$ cat src/rtl/axi_wr_arb_pkg.sv
// Shared types and address map for the AXI write/read arbiters.
package axi_wr_arb_pkg;

    typedef enum logic [1:0] {
        ST_IDLE,
        ST_ADDR,
        ST_DATA,
        ST_RESP
    } wr_state_e;

    localparam logic [3:0] S0   = 4'd0;
    localparam logic [3:0] S1   = 4'd1;
    localparam logic [3:0] S2   = 4'd2;
    localparam logic [3:0] S3   = 4'd3;
    localparam logic [3:0] S4   = 4'd4;
    localparam logic [3:0] S5   = 4'd5;
    localparam logic [3:0] S6   = 4'd6;
    localparam logic [3:0] S7   = 4'd7;
    localparam logic [3:0] SDEF = 4'd8;

    // Upper address halfword per slave; DRAM matches on the top byte only
    localparam logic [15:0] RGN_ROM   = 16'h0000;
    localparam logic [15:0] RGN_IM    = 16'h0001;
    localparam logic [15:0] RGN_DM    = 16'h0002;
    localparam logic [15:0] RGN_SCTRL = 16'h1000;
    localparam logic [15:0] RGN_WDT   = 16'h1001;
    localparam logic [7:0]  RGN_DRAM  = 8'h20;
    localparam logic [15:0] RGN_EPU   = 16'h0010;
    localparam logic [15:0] RGN_DMA   = 16'h0003;

endpackage

$ cat src/rtl/axi_wr_rr_arbiter_if.sv
// Request/select bundle between the bus top and the write arbiter.
interface axi_wr_rr_arbiter_if;

    logic        AWVALID_M0;
    logic        AWVALID_M1;
    logic        AWVALID_M2;
    logic [31:0] AWADDR_M0;
    logic [31:0] AWADDR_M1;
    logic [31:0] AWADDR_M2;
    logic        AWREADY_SEL;
    logic        WVALID_SEL;
    logic        WREADY_SEL;
    logic        WLAST_SEL;
    logic        BVALID_SEL;
    logic        BREADY_SEL;
    logic        grant_valid;
    logic [1:0]  grant_mst;
    logic [3:0]  grant_slv;
    logic        timeout_err;

    modport master (
        output AWVALID_M0, AWVALID_M1, AWVALID_M2,
        output AWADDR_M0, AWADDR_M1, AWADDR_M2,
        output AWREADY_SEL, WVALID_SEL, WREADY_SEL, WLAST_SEL,
        output BVALID_SEL, BREADY_SEL,
        input  grant_valid, grant_mst, grant_slv, timeout_err
    );

    modport slave (
        input  AWVALID_M0, AWVALID_M1, AWVALID_M2,
        input  AWADDR_M0, AWADDR_M1, AWADDR_M2,
        input  AWREADY_SEL, WVALID_SEL, WREADY_SEL, WLAST_SEL,
        input  BVALID_SEL, BREADY_SEL,
        output grant_valid, grant_mst, grant_slv, timeout_err
    );

endinterface

$ cat src/rtl/wr_addr_decode.sv
// Address to slave-ID decoder, shared by the write and read arbiters.
module wr_addr_decode
    import axi_wr_arb_pkg::*;
(
    input  logic [31:0] addr,
    output logic [3:0]  slv
);

    logic [15:0] unused_lo;
    assign unused_lo = addr[15:0];

    always_comb begin
        slv = SDEF;
        unique case (1'b1)
            (addr[31:16] == RGN_ROM):   slv = S0;
            (addr[31:16] == RGN_IM):    slv = S1;
            (addr[31:16] == RGN_DM):    slv = S2;
            (addr[31:16] == RGN_SCTRL): slv = S3;
            (addr[31:16] == RGN_WDT):   slv = S4;
            (addr[31:24] == RGN_DRAM):  slv = S5;
            (addr[31:16] == RGN_EPU):   slv = S6;
            (addr[31:16] == RGN_DMA):   slv = S7;
            default:                    slv = SDEF;
        endcase
    end

endmodule

$ cat src/rtl/axi_wr_rr_arbiter.sv
// Round-robin write arbiter holding one grant across AW, W and B phases.
// Optional watchdog built when WR_TIMEOUT_EN is defined.
module axi_wr_rr_arbiter
    import axi_wr_arb_pkg::*;
#(
    parameter int NUM_M       = 3,
    parameter int TIMEOUT_CYC = 1024
) (
    input logic                ACLK,
    input logic                ARESETn,
    axi_wr_rr_arbiter_if.slave bus
);

    wr_state_e   state_q, state_d;
    logic        grant_valid_q, grant_valid_d;
    logic [1:0]  grant_mst_q, grant_mst_d;
    logic [3:0]  grant_slv_q, grant_slv_d;
    logic [1:0]  rr_ptr_q, rr_ptr_d;

    logic [2:0]  req;
    logic        found;
    logic [1:0]  win;
    logic [31:0] win_addr;
    logic [3:0]  win_slv;
    logic        aw_valid_g;
    logic        aw_hs, wl_hs, b_hs;
    logic [1:0]  rr_next;

    assign req   = {bus.AWVALID_M2, bus.AWVALID_M1, bus.AWVALID_M0};
    assign found = |req;

    always_comb begin
        win = 2'd0;
        unique case (rr_ptr_q)
            2'd1:    win = req[1] ? 2'd1 : (req[2] ? 2'd2 : 2'd0);
            2'd2:    win = req[2] ? 2'd2 : (req[0] ? 2'd0 : 2'd1);
            default: win = req[0] ? 2'd0 : (req[1] ? 2'd1 : 2'd2);
        endcase
    end

    always_comb begin
        win_addr = bus.AWADDR_M0;
        unique case (win)
            2'd1:    win_addr = bus.AWADDR_M1;
            2'd2:    win_addr = bus.AWADDR_M2;
            default: win_addr = bus.AWADDR_M0;
        endcase
    end

    wr_addr_decode u_dec (
        .addr (win_addr),
        .slv  (win_slv)
    );

    always_comb begin
        aw_valid_g = bus.AWVALID_M0;
        unique case (grant_mst_q)
            2'd1:    aw_valid_g = bus.AWVALID_M1;
            2'd2:    aw_valid_g = bus.AWVALID_M2;
            default: aw_valid_g = bus.AWVALID_M0;
        endcase
    end

    assign aw_hs   = aw_valid_g & bus.AWREADY_SEL;
    assign wl_hs   = bus.WVALID_SEL & bus.WREADY_SEL & bus.WLAST_SEL;
    assign b_hs    = bus.BVALID_SEL & bus.BREADY_SEL;
    assign rr_next = (grant_mst_q == 2'(NUM_M - 1)) ? 2'd0
                                                     : grant_mst_q + 2'd1;

`ifdef WR_TIMEOUT_EN
    localparam logic [15:0] TMO_LIM = 16'(TIMEOUT_CYC - 1);

    logic [15:0] cnt_q, cnt_d;
    logic        timeout_err_q, timeout_err_d;
    logic        hs_exit;

    assign hs_exit = (state_q == ST_ADDR && aw_hs)
                   | (state_q == ST_DATA && wl_hs)
                   | (state_q == ST_RESP && b_hs);
`else
    localparam int unused_tmo = TIMEOUT_CYC;
`endif

    always_comb begin
        state_d       = state_q;
        grant_valid_d = grant_valid_q;
        grant_mst_d   = grant_mst_q;
        grant_slv_d   = grant_slv_q;
        rr_ptr_d      = rr_ptr_q;
`ifdef WR_TIMEOUT_EN
        timeout_err_d = 1'b0;
        cnt_d         = (state_q == ST_IDLE) ? 16'd0 : cnt_q + 16'd1;
`endif
        unique case (state_q)
            ST_IDLE: begin
                if (found) begin
                    state_d       = ST_ADDR;
                    grant_valid_d = 1'b1;
                    grant_mst_d   = win;
                    grant_slv_d   = win_slv;
                end
            end
            ST_ADDR: begin
                if (aw_hs) state_d = wl_hs ? ST_RESP : ST_DATA;
            end
            ST_DATA: begin
                if (wl_hs) state_d = ST_RESP;
            end
            ST_RESP: begin
                if (b_hs) begin
                    state_d       = ST_IDLE;
                    grant_valid_d = 1'b0;
                    rr_ptr_d      = rr_next;
                end
            end
            default: state_d = ST_IDLE;
        endcase
`ifdef WR_TIMEOUT_EN
        // A handshake landing on the limit cycle wins over the watchdog
        if (state_q != ST_IDLE && !hs_exit && cnt_q >= TMO_LIM) begin
            state_d       = ST_IDLE;
            grant_valid_d = 1'b0;
            rr_ptr_d      = rr_next;
            timeout_err_d = 1'b1;
        end
`endif
    end

    always_ff @(posedge ACLK) begin
        if (!ARESETn) begin
            state_q       <= ST_IDLE;
            grant_valid_q <= 1'b0;
            grant_mst_q   <= 2'd0;
            grant_slv_q   <= SDEF;
            rr_ptr_q      <= 2'd0;
        end else begin
            state_q       <= state_d;
            grant_valid_q <= grant_valid_d;
            grant_mst_q   <= grant_mst_d;
            grant_slv_q   <= grant_slv_d;
            rr_ptr_q      <= rr_ptr_d;
        end
    end

`ifdef WR_TIMEOUT_EN
    always_ff @(posedge ACLK) begin
        if (!ARESETn) begin
            cnt_q         <= 16'd0;
            timeout_err_q <= 1'b0;
        end else begin
            cnt_q         <= cnt_d;
            timeout_err_q <= timeout_err_d;
        end
    end

    assign bus.timeout_err = timeout_err_q;
`else
    assign bus.timeout_err = 1'b0;
`endif

    assign bus.grant_valid = grant_valid_q;
    assign bus.grant_mst   = grant_mst_q;
    assign bus.grant_slv   = grant_slv_q;

endmodule

$ cat src/flat_wrapper.sv
// flat-port wrapper written by rule: the top's interface ports become plain ports
module axi_wr_rr_arbiter_flat import axi_wr_arb_pkg::*;
#(
    parameter int NUM_M       = 3,
    parameter int TIMEOUT_CYC = 1024
)
  (ACLK, ARESETn, bus_AWVALID_M0, bus_AWVALID_M1, bus_AWVALID_M2, bus_AWADDR_M0, bus_AWADDR_M1, bus_AWADDR_M2, bus_AWREADY_SEL, bus_WVALID_SEL, bus_WREADY_SEL, bus_WLAST_SEL, bus_BVALID_SEL, bus_BREADY_SEL, bus_grant_valid, bus_grant_mst, bus_grant_slv, bus_timeout_err);
  axi_wr_rr_arbiter_if bus_i ();
  input logic ACLK;
  input logic ARESETn;
  input wire logic [$bits(bus_i.AWVALID_M0)-1:0] bus_AWVALID_M0;
  input wire logic [$bits(bus_i.AWVALID_M1)-1:0] bus_AWVALID_M1;
  input wire logic [$bits(bus_i.AWVALID_M2)-1:0] bus_AWVALID_M2;
  input wire logic [$bits(bus_i.AWADDR_M0)-1:0] bus_AWADDR_M0;
  input wire logic [$bits(bus_i.AWADDR_M1)-1:0] bus_AWADDR_M1;
  input wire logic [$bits(bus_i.AWADDR_M2)-1:0] bus_AWADDR_M2;
  input wire logic [$bits(bus_i.AWREADY_SEL)-1:0] bus_AWREADY_SEL;
  input wire logic [$bits(bus_i.WVALID_SEL)-1:0] bus_WVALID_SEL;
  input wire logic [$bits(bus_i.WREADY_SEL)-1:0] bus_WREADY_SEL;
  input wire logic [$bits(bus_i.WLAST_SEL)-1:0] bus_WLAST_SEL;
  input wire logic [$bits(bus_i.BVALID_SEL)-1:0] bus_BVALID_SEL;
  input wire logic [$bits(bus_i.BREADY_SEL)-1:0] bus_BREADY_SEL;
  output wire logic [$bits(bus_i.grant_valid)-1:0] bus_grant_valid;
  output wire logic [$bits(bus_i.grant_mst)-1:0] bus_grant_mst;
  output wire logic [$bits(bus_i.grant_slv)-1:0] bus_grant_slv;
  output wire logic [$bits(bus_i.timeout_err)-1:0] bus_timeout_err;
  assign bus_i.AWVALID_M0 = bus_AWVALID_M0;
  assign bus_i.AWVALID_M1 = bus_AWVALID_M1;
  assign bus_i.AWVALID_M2 = bus_AWVALID_M2;
  assign bus_i.AWADDR_M0 = bus_AWADDR_M0;
  assign bus_i.AWADDR_M1 = bus_AWADDR_M1;
  assign bus_i.AWADDR_M2 = bus_AWADDR_M2;
  assign bus_i.AWREADY_SEL = bus_AWREADY_SEL;
  assign bus_i.WVALID_SEL = bus_WVALID_SEL;
  assign bus_i.WREADY_SEL = bus_WREADY_SEL;
  assign bus_i.WLAST_SEL = bus_WLAST_SEL;
  assign bus_i.BVALID_SEL = bus_BVALID_SEL;
  assign bus_i.BREADY_SEL = bus_BREADY_SEL;
  assign bus_grant_valid = bus_i.grant_valid;
  assign bus_grant_mst = bus_i.grant_mst;
  assign bus_grant_slv = bus_i.grant_slv;
  assign bus_timeout_err = bus_i.timeout_err;
  axi_wr_rr_arbiter #(.NUM_M(NUM_M), .TIMEOUT_CYC(TIMEOUT_CYC)) u_core (.ACLK(ACLK), .ARESETn(ARESETn), .bus(bus_i));
endmodule
$ cat config.mk
export PLATFORM = sky130hd
export DESIGN_NAME = axi_wr_rr_arbiter_flat
export DESIGN_NICKNAME = d
export VERILOG_FILES = /design/src/rtl/axi_wr_arb_pkg.sv /design/src/rtl/axi_wr_rr_arbiter_if.sv /design/src/rtl/wr_addr_decode.sv /design/src/rtl/axi_wr_rr_arbiter.sv /design/src/flat_wrapper.sv
export SDC_FILE = /design/constraint.sdc
export NUM_CORES = 1
export LEC_CHECK = 0
export BUFFER_PORTS_ARGS = -buffer_cell sky130_fd_sc_hd__buf_2
export CAP_MARGIN = 15
export CELL_PAD_IN_SITES_DETAIL_PLACEMENT = 1
export CELL_PAD_IN_SITES_GLOBAL_PLACEMENT = 1
export CORE_MARGIN = 3
export CORE_UTILIZATION = 26
export CTS_BUF_LIST = sky130_fd_sc_hd__clkbuf_16
export DETAILED_ROUTE_END_ITERATION = 12
export PLACE_DENSITY = 0.91
export REMOVE_ABC_BUFFERS = 1
export SYNTH_ARGS = -nofsm -noshare
export SYNTH_HDL_FRONTEND = slang
export SYNTH_HIERARCHICAL = 1
export SYNTH_SLANG_ARGS = --single-unit
$ cat constraint.sdc
create_clock -name ACLK -period 4.36 [get_ports ACLK]
set_clock_uncertainty 0.15 [all_clocks]
set_input_delay 0.872 -clock ACLK [delete_from_list [all_inputs] [get_ports ACLK]]
set_output_delay 0.872 -clock ACLK [all_outputs]
set_load 0.01 [all_outputs]
==> results.md, run 1 <==
* Synth Instances at 172
* Hold Crit Class: reg -> reg
* Fin crit share at 0.8807
* Net count, final at between 300 and 400
* Clock sink count at 11
* I/O pin count at about 120
* TNS Setup at 0 ps
* Vias in the first global route at 1528
* Area Overhead vs Synth at 36.57%
* Site row count at 24
* Port Buffers at 65
* Via Count at 1457
* Hold_buf cts at 0
* Residual DRC at 0
* Reg2reg setup slack at between 500 and 600 ps
* Critical path arrival at 3860 ps
* DRT Pass-1 Iters at 4
* Finish-stage setup viols at 0
* # Post-CTS Setup Buffers at 0
* GP Congestion at 0.8156
* Pin count of the biggest net entering global routing at 23
* Reg clk slew, reported paths at 40 ps
* Core Footprint at 4474 µm²
* Initial antenna violation count at 0
* Routed Antenna Nets at 0
* Die X at 75.03 µm
* Avg WL per Cell at 14.08 µm
* CP endpoint kind: flop
* Resize count post-CTS at 0
* Placed wire-length estimate at 3286 µm
* GRT Resource Usage Total at 0.1543
* Min Hold Slack at 335.2 ps
* Design area at 1692 µm²
* Root Buffer: clkbuf_16
* Final period demand of the worst path at 3840 ps
* Layout cells sized above 1 at 0.3405
* Post-Syn Area at 1239 µm²
* Total grt overflow at 0
* CP Max Fanout at 16
* Maximum vdd drop at 0.0001449 V
* CTS H-tree depth at 1
* First-pass GRT wire length at just under 7000 µm
* Fill count at 575
* CTS tree: yes
* Worst skew pair latency at 240 ps
* Slew headroom at 0.5921
* DRT iter0 DRCs at 48
* Max Fclk at 0.2604 GHz
* Final hold vios at 0
* Lkg Pwr at 0.8297 nW
* Status: complete, no violations
* RSZ-0062 raised after global routing: no
* Routed wire length at 3999 µm
* Fin. max-slew vios at 0
* Design Power at 0.5719 mW
* Yosys warnings at 6
* Avg Cell Area, Syn at 7.202 µm²
* Via density at slightly above 5
* WS Path Type: reg -> reg
* Die height at 75.03 µm
* Max-cap violation count at 0
* Die area at 5629 µm²
* Number of diodes at 0
* Initial Utilization at 0.2768
* PwrDens at 338.1 nW/µm²
* Buffer depth of the longest clock path at 2
* Area of placed instances at between 1500 and 2000 µm²
* Worst EP required at 4380 ps
* Worst Max-Slew Pin Slew at 611.9 ps
* CTS Buf Count at 3
* CP Launch Type: flop
==> stage by stage <==
step	utilization	worst slack, ps	cells
3_3_place_gp	0.3605	387.7	280
6_report	0.3781	520.3	284
2_1_floorplan	-	479.5	156
3_5_place_dp	0.3605	309.9	280
4_1_cts	0.3781	482.7	284
5_1_grt	0.3781	157.6	284
==> power by group <==
| part | internal, mW | switching (mW) | total [mW] | leakage [nW] |
|---|---|---|---|---|
| registers | 0.118 | 0.0196 | 0.138 | 0.0899 |
| clock network | 0.120 | 0.0458 | 0.166 | 0.0423 |
| logic | 0.126 | 0.141 | 0.268 | 0.697 |
| total | 0.365 | 0.207 | 0.572 | 0.830 |
==> layout make-up <==
type	instances	area, µm²	area share
Sequential cell	11	220.2	0.1302
Inverter	10	37.54	0.02219
Timing Repair Buffer	72	377.9	0.2234
Tap cell	52	65.06	0.03846
Clock inverter	1	3.754	0.002219
Multi-Input combinational cell	135	912.1	0.5392
Clock buffer	3	75.07	0.04438
==> registers in the layout, summed over array words and instances (netlist names) <==
name                    flops
u_core/bus.grant_mst        2
u_core/rr_ptr_q             2
u_core/bus.grant_valid      1
u_core/state_q              2
u_core/bus.grant_slv        4
==> placed cells by master (no fill, tap or decap), types with 3 or more instances in the layout <==
cell type / n
nand2b_1: 3
buf_4: 7
a21oi_1: 4
nand3_1: 3
mux2i_1: 8
dfxtp_1: 11
ha_1: 13
clkbuf_16: 3
buf_2: 65
nor2_1: 10
nand2_1: 23
inv_1: 11
a22oi_1: 18
o21ai_0: 21
==> metal layers <==
layer	vias up	share of wire	routed length, µm	GRT usage
met2	42	0.54	2159	0.2747
met5	-	0	0	0
met4	0	0.0078	31	0.05138
li1	731	-	-	-
met1	680	0.40	1612	0.1839
met3	4	0.049	194	0.03071
==> worst paths after layout <==
| kind | start | depth (start not counted) | endpoint |
|---|---|---|---|
| max | u_core/rr_ptr_q[0]$_SDFFE_PN0P_ | 13 | u_core/bus.grant_slv[0]$_SDFFE_PN0P_ |
| min | u_core/bus.grant_valid$_SDFFE_PN0P_ | 2 | u_core/bus.grant_valid$_SDFFE_PN0P_ |
| max reg2reg | u_core/rr_ptr_q[0]$_SDFFE_PN0P_ | 13 | u_core/bus.grant_slv[0]$_SDFFE_PN0P_ |
| min reg2reg | u_core/bus.grant_valid$_SDFFE_PN0P_ | 2 | u_core/bus.grant_valid$_SDFFE_PN0P_ |
==> worst max-delay path, stage by stage, from the launching register on <==
cell and delay [ps]:
dfxtp_1 350, inv_1 60, ha_1 330, or2b_1 190
a21boi_0 90, a31oi_1 300, ha_1 610, a22oi_1 170
o21ai_0 280, or4b_1 490, a2111o_1 420, a21oi_1 140
mux2i_1 90, nor2_1 100
No activity file was read; power rests on OpenSTA's default activity.
==> inputs of run 2 (changes only) <==
--- a/config.mk
+++ b/config.mk
@@ -9,6 +9,7 @@
 export CAP_MARGIN = 15
 export CELL_PAD_IN_SITES_DETAIL_PLACEMENT = 1
 export CELL_PAD_IN_SITES_GLOBAL_PLACEMENT = 1
+export CORE_ASPECT_RATIO = 0.9
 export CORE_MARGIN = 3
 export CORE_UTILIZATION = 26
 export CTS_BUF_LIST = sky130_fd_sc_hd__clkbuf_16
==> run 2 against run 1 <==
  * Wire length is 2.3% lower
  * Critical path depth unchanged
  * Register-to-register slack about the same
  * Hold slack got worse by 9.0 ps
  * Sequential share of layout area about the same
  * Sequential power is essentially flat
  * Final cell count increased by 3.2%
  * Highest routed layer unchanged
==> results.md, run 2 (synthesis gave the netlist of run 1 again) <==
* GP Congestion at 0.7681 (-5.8%)
* CP endpoint kind: flop
* Maximum vdd drop at 0.0001275 V (-12%)
* CP Max Fanout at 16 (unchanged)
* Resize count post-CTS at 0 (unchanged)
* Die height at 71.48 µm (-4.7%)
* Routed wire length at 3909 µm (-2.3%)
* Most frequent cells in the layout: 65 x buf_2, 23 x nand2_1, 21 x o21ai_0
* Lkg Pwr at 0.8250 nW (-0.56%)
* Layout cells sized above 1 at 0.3377 (-0.002855)
* Crit-path slowest cell: ha_1
* Fin. max-slew vios at 0 (unchanged)
* DRT met1 WL at 1626 µm (+0.87%)
* First-pass GRT wire length at 6430 µm (-5.6%)
* Worst EP required at 4380 ps (about the same)
* Site row count at 23 (-4.2%)
* Metal3 WL at 216 µm (+11%)
* Hold_buf cts at 0 (unchanged)
* Core Footprint at 4518 µm² (+0.98%)
* Slowest stage delay, CP at 630 ps (+20 ps)
* Top cell by count, worst path: ha_1
* Root Buffer: clkbuf_16
* TNS Setup at 0 ps (unchanged)
* GRT Resource Usage Total at 0.1389 (-0.01539)
* Max Fclk at 0.2611 GHz (+0.27%)
* Buffers and inverters on the worst path at 1 (unchanged)
* Vias in the first global route at 1487 (-2.7%)
* Die X at 78.76 µm (+5.0%)
* Buffer depth of the longest clock path at 2 (unchanged)
* Slew headroom at 0.5821 (-0.009945)
* Avg WL per Cell at 13.34 µm (-5.3%)
* Pin count of the biggest net entering global routing at 33 (+43%)
* Largest register FFs at 4 (unchanged)
* Status: complete, no violations
* Area Overhead vs Synth at 36.97%
* Reg clk slew, reported paths at 40 ps (about the same)
* PwrDens at 335.9 nW/µm² (-0.64%)
* Worst-path cell chain: inv_1, ha_1, or2b_1, a21boi_0, a31oi_1, ha_1, a22oi_1, o21ai_0, or4b_1, a2111o_1, a21oi_1, mux2i_1, nor2_1
* Critical path arrival at 3850 ps (about the same)
* Post-layout util at 0.3755 (-0.002557)
* Via density at 4.857 (-5.3%)
* Fill count at 599 (+4.2%)
* Initial antenna violation count at 0 (unchanged)
* Net count, final at 352 (-0.28%)
* I/O pin count at 115 (unchanged)
* Clock sink count at 11 (unchanged)
* Initial Utilization at 0.2742 (-0.002683)
* Worst skew pair latency at 240 ps (about the same)
* RSZ-0062 raised after global routing: no
* Residual DRC at 0 (unchanged)
* DR top layer: met4
* Fin crit share at 0.8783 (-0.002339)
* # Post-CTS Setup Buffers at 0 (unchanged)
* Die area at 5629 µm² (about the same)
* Commonest non-fill, non-tap cell in the layout: buf_2
* DRT Pass-1 Iters at 4 (unchanged)
* Cell family with most CP delay: compound AO/OA/AOI/OAI gates
* Final period demand of the worst path at 3829 ps (-10.20 ps)
* Routed Antenna Nets at 0 (unchanged)
* Port Buffers at 65 (unchanged)
* Via Count at 1423 (-2.3%)
* Total grt overflow at 0 (unchanged)
* DR WL met2 at 2038 µm (-5.6%)
* CTS tree: yes
* WS Path Type: reg -> reg
* Finish-stage setup viols at 0 (unchanged)
* Max-cap violation count at 0 (unchanged)
* DRT iter0 DRCs at 16 (-67%)
* CP Launch Type: flop
* Final hold vios at 0 (unchanged)
* CTS Buf Count at 3 (unchanged)
* Number of diodes at 0 (unchanged)
* Placed wire-length estimate at 3267 µm (-0.57%)
* Hold Crit Class: reg -> reg
* Worst Max-Slew Pin Slew at 626.8 ps (+14.92 ps)
* CTS H-tree depth at 1 (unchanged)
## run 2: changes by cell type in the layout (fill, tap and decap cells not counted)
cell	change
buf_4	-1
## run 2: path summary, 6_finish.rpt
check,depth (start not counted),endpoint,slack [ps],startpoint
setup / recovery,13,u_core/bus.grant_slv[0]$_SDFFE_PN0P_,530,u_core/rr_ptr_q[0]$_SDFFE_PN0P_
hold / removal,2,u_core/bus.grant_slv[3]$_SDFFE_PN1P_,330,u_core/bus.grant_slv[3]$_SDFFE_PN1P_
setup reg to reg,13,u_core/bus.grant_slv[0]$_SDFFE_PN0P_,530,u_core/rr_ptr_q[0]$_SDFFE_PN0P_
hold reg to reg,2,u_core/bus.grant_slv[3]$_SDFFE_PN1P_,330,u_core/bus.grant_slv[3]$_SDFFE_PN1P_
## run 2: area by class of cell
type	count	area (µm²)	area share
Clock buffer	3	75.07	0.04425
Clock inverter	1	3.754	0.002212
Inverter	10	37.54	0.02212
Multi-Input combinational cell	135	912.1	0.5376
Sequential cell	11	220.2	0.1298
Tap cell	62	77.57	0.04572
Timing Repair Buffer	71	370.4	0.2183
## run 2: tightest hold or removal path: stages (launching register included)
cell	delay, ps
dfxtp_1	320
mux2i_1	70
nand2_1	60
## run 2: per-layer routing
layer  GRT usage  up-vias
li1            -      727
met1      0.1732      653
met2      0.2507       41
met3     0.01633        2
met4     0.04078        0
met5           0        -
## run 2: per-stage QoR
stage / std cells / hold WS (ps) / total power [mW] / setup WS, ps / instance area [µm²]
floorplan: 156 / 330.2 / 0.3070 / 479.5 / 1170
global placement: 289 / 303.0 / 0.3860 / 432.1 / 1618
detailed placement: 289 / 317.1 / 0.4062 / 272.5 / 1618
CTS: 293 / 329.1 / 0.5780 / 458.6 / 1697
global route: 293 / 356.2 / 0.6138 / 187.8 / 1697
finish: 293 / 326.2 / 0.5699 / 530.5 / 1697
## run 2: power by group
group | total [mW] | switching (mW) | internal [mW]
sequential | 0.138 | 0.0196 | 0.118
combinational | 0.266 | 0.140 | 0.126
clock | 0.166 | 0.0456 | 0.120
total | 0.570 | 0.206 | 0.364
